--- config.mk ---
export PLATFORM = sky130hd
export DESIGN_NAME = led_snake_engine
export DESIGN_NICKNAME = d
export VERILOG_FILES = /design/src/rtl/led_snake_engine.sv
export SDC_FILE = /design/constraint.sdc
export NUM_CORES = 1
export LEC_CHECK = 0
export BUFFER_PORTS_ARGS = -buffer_cell sky130_fd_sc_hd__clkbuf_2
export CELL_PAD_IN_SITES_DETAIL_PLACEMENT = 0
export CELL_PAD_IN_SITES_GLOBAL_PLACEMENT = 1
export CORE_MARGIN = 3
export CORE_UTILIZATION = 42
export DETAILED_ROUTE_END_ITERATION = 7
export HOLD_SLACK_MARGIN = 0.08
export MAX_ROUTING_LAYER = met4
export PLACE_DENSITY = 0.77
export SETUP_SLACK_MARGIN = 0.4
export SLEW_MARGIN = 15
export SYNTH_ARGS = -nofsm -noshare
export SYNTH_HDL_FRONTEND = slang
export SYNTH_SLANG_ARGS = --single-unit
--- constraint.sdc ---
create_clock -name clk -period 1.9 [get_ports clk]
set_input_delay 0.095 -clock clk [delete_from_list [all_inputs] [get_ports clk]]
set_output_delay 0.095 -clock clk [all_outputs]
set_load 0.005 [all_outputs]
--- src/rtl/led_snake_engine.sv ---
// LED snake generator: button-selected display program, frame prescaler with speed
// multiplier and pause, registered LED bar drive.
module led_snake_engine #(
  parameter int unsigned LED_NUM      = 8,
  parameter int unsigned SNAKE_LEN    = 3,
  parameter int unsigned FRAME_CYCLES = 2500000,
  parameter int unsigned NUM_PROGRAMS = 5
) (
  input  logic               clk,
  input  logic               rst_n,
  input  logic               btn_program,
  input  logic [2:0]         speed,
  input  logic               pause,
  output logic [LED_NUM-1:0] leds,
  output logic [2:0]         program_choosen,
  output logic               frame_tick
);

  localparam int unsigned TW = $clog2(LED_NUM);
  localparam int unsigned SW = $clog2(2 * LED_NUM);
  localparam int unsigned BW = $clog2(FRAME_CYCLES);

  localparam logic [TW-1:0]      TMax      = TW'(LED_NUM - 1);
  localparam logic [TW-1:0]      BounceMax = TW'(LED_NUM - SNAKE_LEN);
  localparam logic [TW:0]        TLen      = (TW + 1)'(LED_NUM);
  localparam logic [SW-1:0]      SMax      = SW'(2 * LED_NUM - 1);
  localparam logic [SW-1:0]      SHalf     = SW'(LED_NUM);
  localparam logic [SW:0]        SFull     = (SW + 1)'(2 * LED_NUM);
  localparam logic [BW-1:0]      BaseMax   = BW'(FRAME_CYCLES - 1);
  localparam logic [2:0]         ProgLast  = 3'(NUM_PROGRAMS - 1);
  localparam logic [LED_NUM-1:0] SnakeMask = LED_NUM'((64'd1 << SNAKE_LEN) - 64'd1);

  logic               btn_sync1_q, btn_sync2_q, btn_prev_q;
  logic [2:0]         prog_q, prog_d;
  logic [BW-1:0]      base_q, base_d;
  logic [2:0]         div_q, div_d;
  logic               tick_q, tick_d;
  logic [TW-1:0]      t_q, t_d;
  logic               dir_q, dir_d;  // 1 = moving down
  logic [SW-1:0]      s_q, s_d;
  logic               phase_q, phase_d;
  logic [LED_NUM-1:0] leds_q, leds_d;
  logic               btn_edge;
  logic [TW:0]        rot_amt;
  logic [SW:0]        fill_n;

  assign btn_edge = btn_sync2_q & ~btn_prev_q;

  always_comb begin
    prog_d  = prog_q;
    base_d  = base_q;
    div_d   = div_q;
    tick_d  = 1'b0;
    t_d     = t_q;
    dir_d   = dir_q;
    s_d     = s_q;
    phase_d = phase_q;
    if (btn_edge) begin
      // Program change restarts everything and swallows a coincident frame tick.
      prog_d  = (prog_q == ProgLast) ? 3'd0 : prog_q + 3'd1;
      base_d  = '0;
      div_d   = '0;
      t_d     = '0;
      dir_d   = 1'b0;
      s_d     = '0;
      phase_d = 1'b0;
    end else if (!pause) begin
      if (base_q == BaseMax) begin
        base_d = '0;
        if (div_q >= speed) begin
          div_d  = '0;
          tick_d = 1'b1;
        end else begin
          div_d = div_q + 3'd1;
        end
      end else begin
        base_d = base_q + BW'(1);
      end
      if (tick_d) begin
        case (prog_q)
          3'd0: t_d = (t_q == TMax) ? '0 : t_q + TW'(1);
          3'd1: t_d = (t_q == '0) ? TMax : t_q - TW'(1);
          3'd2: begin
            if (!dir_q) begin
              t_d = t_q + TW'(1);
              if (t_d == BounceMax) dir_d = 1'b1;
            end else begin
              t_d = t_q - TW'(1);
              if (t_d == '0) dir_d = 1'b0;
            end
          end
          3'd3: s_d = (s_q == SMax) ? '0 : s_q + SW'(1);
          3'd4: phase_d = ~phase_q;
          default: ;
        endcase
      end
    end
  end

  // Rotation by t; shifting by LED_NUM yields zero so t = 0 needs no special case.
  assign rot_amt = TLen - {1'b0, t_q};
  assign fill_n  = (s_q <= SHalf) ? {1'b0, s_q} : SFull - {1'b0, s_q};

  always_comb begin
    leds_d = '0;
    case (prog_q)
      3'd0, 3'd1, 3'd2: leds_d = (SnakeMask << t_q) | (SnakeMask >> rot_amt);
      3'd3:             leds_d = ~({LED_NUM{1'b1}} << fill_n);
      3'd4:             leds_d = {LED_NUM{phase_q}};
      default:          leds_d = '0;
    endcase
  end

  always_ff @(posedge clk or negedge rst_n) begin
    if (!rst_n) begin
      btn_sync1_q <= 1'b0;
      btn_sync2_q <= 1'b0;
      btn_prev_q  <= 1'b0;
      prog_q      <= '0;
      base_q      <= '0;
      div_q       <= '0;
      tick_q      <= 1'b0;
      t_q         <= '0;
      dir_q       <= 1'b0;
      s_q         <= '0;
      phase_q     <= 1'b0;
      leds_q      <= SnakeMask;
    end else begin
      btn_sync1_q <= btn_program;
      btn_sync2_q <= btn_sync1_q;
      btn_prev_q  <= btn_sync2_q;
      prog_q      <= prog_d;
      base_q      <= base_d;
      div_q       <= div_d;
      tick_q      <= tick_d;
      t_q         <= t_d;
      dir_q       <= dir_d;
      s_q         <= s_d;
      phase_q     <= phase_d;
      leds_q      <= leds_d;
    end
  end

  assign leds            = leds_q;
  assign program_choosen = prog_q;
  assign frame_tick      = tick_q;

endmodule

==> results.yml <==
timing:
  tightest_slew_ps: 622.8
  relSlewSlack: 0.5848
  rsz0062_at_grt: "true"
  setup_tns_ps: 0
  finalCriticalPeriod_ps: 1849
  fin_skew_ps: 9.417
  finalMaxSlewViolations: 0
  max_clock_freq_mhz: 540.7
  hold_viol: 0
  finalSetupViolCount: 0
  fin_hold_ws_ps: 244.9
  min_period_over_period: 0.9733
clocking:
  cts_sinks: 49
  cts-root-buf: "clkbuf_8"
  path_clk_slew_ps: 90
  clockBufferDepth: 2
  cts_tree: "done"
  clk_latency_ps: 310
  cts_buffers: 5
  htree_levels: 2
pwr:
  p_int_mw: 1.998
  leakagePower_nw: 1.826
  swShare: 0.3249
  p_per_area_mw_per_mm2: 725.3
  p_seq_frac: 0.426
  ir_worst_vdd_v: 0.0004148
  switching_power_uw: 961.6
  pwr-share-comb: 0.312
  clkPwrFrac: 0.262
layout:
  drive_gt1_frac: 0.3807
  final_cell_mix: "dfrtp_1 (45), buf_4 (42), nand2_1 (34), clkbuf_2 (18), nor2_1 (17)"
  nets: 423
  final_common_cell: "dfrtp_1"
  diodes: 0
  syn2layout_area_growth_pct: 36.61
logic_synthesis:
  yosys_warnings: 0
  synth_nets: 360
  synth-seq-cells: 49
  synthFlopType: "dfrtp_1"
  synth_area_per_cell_um2: 9.050
  synth_cells: 330
  async_reset_ff_frac: 1.000
  yosysSeqAreaShare: 0.4118
  syn_area_mm2: 0.002987
  yosys.cell_types.count: 49
  synth_edf_count: 0
routing:
  dr_total_vias: 2590
  ant_nets: 0
  via_per_inst: 5.286
  avgRoutedWirePerCell_um: 14.92
  drtIter0Drc: 170
  drt_wl_total_um: 7309
  post-route-drc-count: 0
  drt-pass1-iter-count: 4
global_routing:
  grt.busiest_layer: "met2"
  grt_pass1_vias: 2512
  grt_use_total: 0.1878
  met2_usage: 0.2906
  overflow: 0
  grt_util_met3: 0.03667
  grtUsageMet1: 0.2528
  grt_max_degree: 50
  grt_antenna_before_repair: 0
  grt_first_pass_wirelength_um: 12210
die:
  boundaryPins: 19
  start_util: 0.4372
  core_area_mm2: 0.006832
  dieArea_mm2: 0.008159
  die-height_um: 90.33
  fp.dieW_um: 90.33
  num_rows: 30
setup_path:
  worstSetupStartpoint: "base_q[9]"
  startpoint_type: "flop"
  path_cells: "or4b_4 -> nor4_4 -> and3b_2 -> a31oi_1 -> a41o_1"
  worstPathRequired_ps: 2100
  cp_max_fo: 8
  endpoint_kind: "flop"
  r2r_start: "base_q[9]"
  critPathMaxStageDelay_ps: 550
  path_class: "flop to flop"
  crit_slowest_cell: "or4b_4"
  arrival_ps: 2050
worst_hold_path:
  min-delay-start: "pause"
  min_path_type: "input pin to flop"
flow_run:
  max_cap_violations: 0
place:
  portBuffers: 18
  gp_congestion: 0.8603
  hpwl_um: 5098
outcome:
  outcome: "finished, final reports clean"
==> layout make-up <==
class / instances / area (um^2)
Sequential cell: 49 / 1231
Timing Repair Buffer: 71 / 544.3
Multi-Input combinational cell: 247 / 1989
Clock inverter: 1 / 30.03
Tap cell: 96 / 120.1
Clock buffer: 7 / 86.33
Fill cell: 603 / 2751
Inverter: 19 / 78.83
==> synth_stat cells (5+ instances only) <==
| master | count | area, um^2 |
|---|---|---|
| a21oi_1 | 13 | 65.06 |
| and3_1 | 5 | 31.28 |
| buf_2 | 5 | 25.02 |
| clkbuf_1 | 9 | 33.78 |
| dfrtp_1 | 46 | 1151 |
| ha_1 | 23 | 287.8 |
| inv_1 | 19 | 71.32 |
| mux2i_1 | 7 | 70.07 |
| nand2_1 | 38 | 142.6 |
| nand3_1 | 19 | 95.09 |
| nand4_1 | 10 | 62.56 |
| nor2_1 | 34 | 127.6 |
| o21ai_0 | 22 | 110.1 |
| xor2_1 | 12 | 105.1 |
==> metrics by stage <==
| stage | util | power, mW | worst slack (ps) | cell area [um^2] | cells |
|---|---|---|---|---|---|
| 5_1_grt | 0.5973 | 3.163 | -55.07 | 4080 | 490 |
| 4_1_cts | 0.5637 | 2.936 | 32.60 | 3851 | 486 |
| 2_1_floorplan | - | 1.786 | 58.27 | 3069 | 330 |
| 6_report | 0.5973 | 2.959 | 50.65 | 4080 | 490 |
| 3_5_place_dp | 0.5033 | 2.078 | -92.96 | 3438 | 461 |
| 3_3_place_gp | 0.5033 | 2.058 | -32.58 | 3438 | 461 |
==> layer usage <==
metal,routed length [um],vias to the layer above
li1,-,1285
met4,107,0
met3,258,11
met5,0,-
met2,3532,40
met1,3411,1254
==> flip-flops by register name, indices dropped and copies added, names as in the netlist, 3 cells and up <==
name and count:
t_q 3, s_q 4, program_choosen 3, div_q 3, base_q 22, leds 8
==> worst paths after layout <==
path / endpoint / slack, ps / cells past startpoint
max in group asynchronous: t_q[0] / 1020 / 3
min: base_q[0] / 240 / 3
min in group asynchronous: div_q[0] / 430 / 3
min reg2reg: btn_sync2_q / 360 / 0
max reg2reg: s_q[2] / 50 / 5
max: s_q[2] / 50 / 5
==> worst max-delay path, delay by kind of cell (launching register included) <==
family | cells | cell delay, ps
flops | 1 | 380
compound gates | 2 | 310
simple gates | 3 | 1070
==> power by group through the flow <==
stage | registers (mW) | logic [mW] | clock network [mW]
5_1_grt | 1.27 | 1.04 | 0.848
3_5_place_dp | 1.29 | 0.791 | 0
4_1_cts | 1.26 | 0.881 | 0.792
6_report | 1.26 | 0.925 | 0.775
3_3_place_gp | 1.28 | 0.780 | 0
2_1_floorplan | 1.27 | 0.512 | 0
==> cells by family (layout without fill, tap and decap cells) <==
logic type	after synthesis	count (layout)	synth area share
and+or+nand+nor	138	138	0.2354
AOI/OAI and AO/OA	62	62	0.1349
DFF	49	49	0.4118
buffers and inverters	34	98	0.04734
adders and majority gates	23	23	0.09636
xor gates and xnor gates	16	16	0.04692
muxes	8	8	0.02723
==> repair_timing <==
item                                   4_1_cts  5_1_grt
endpoints found under the hold margin       47        0
setup endpoints to repair                   40       40
pin swaps                                   19        8
hold buffers                                 2        0
buffers inserted                            15        4
gates resized for setup                     41       50
Power figures use the tool's default switching activity.
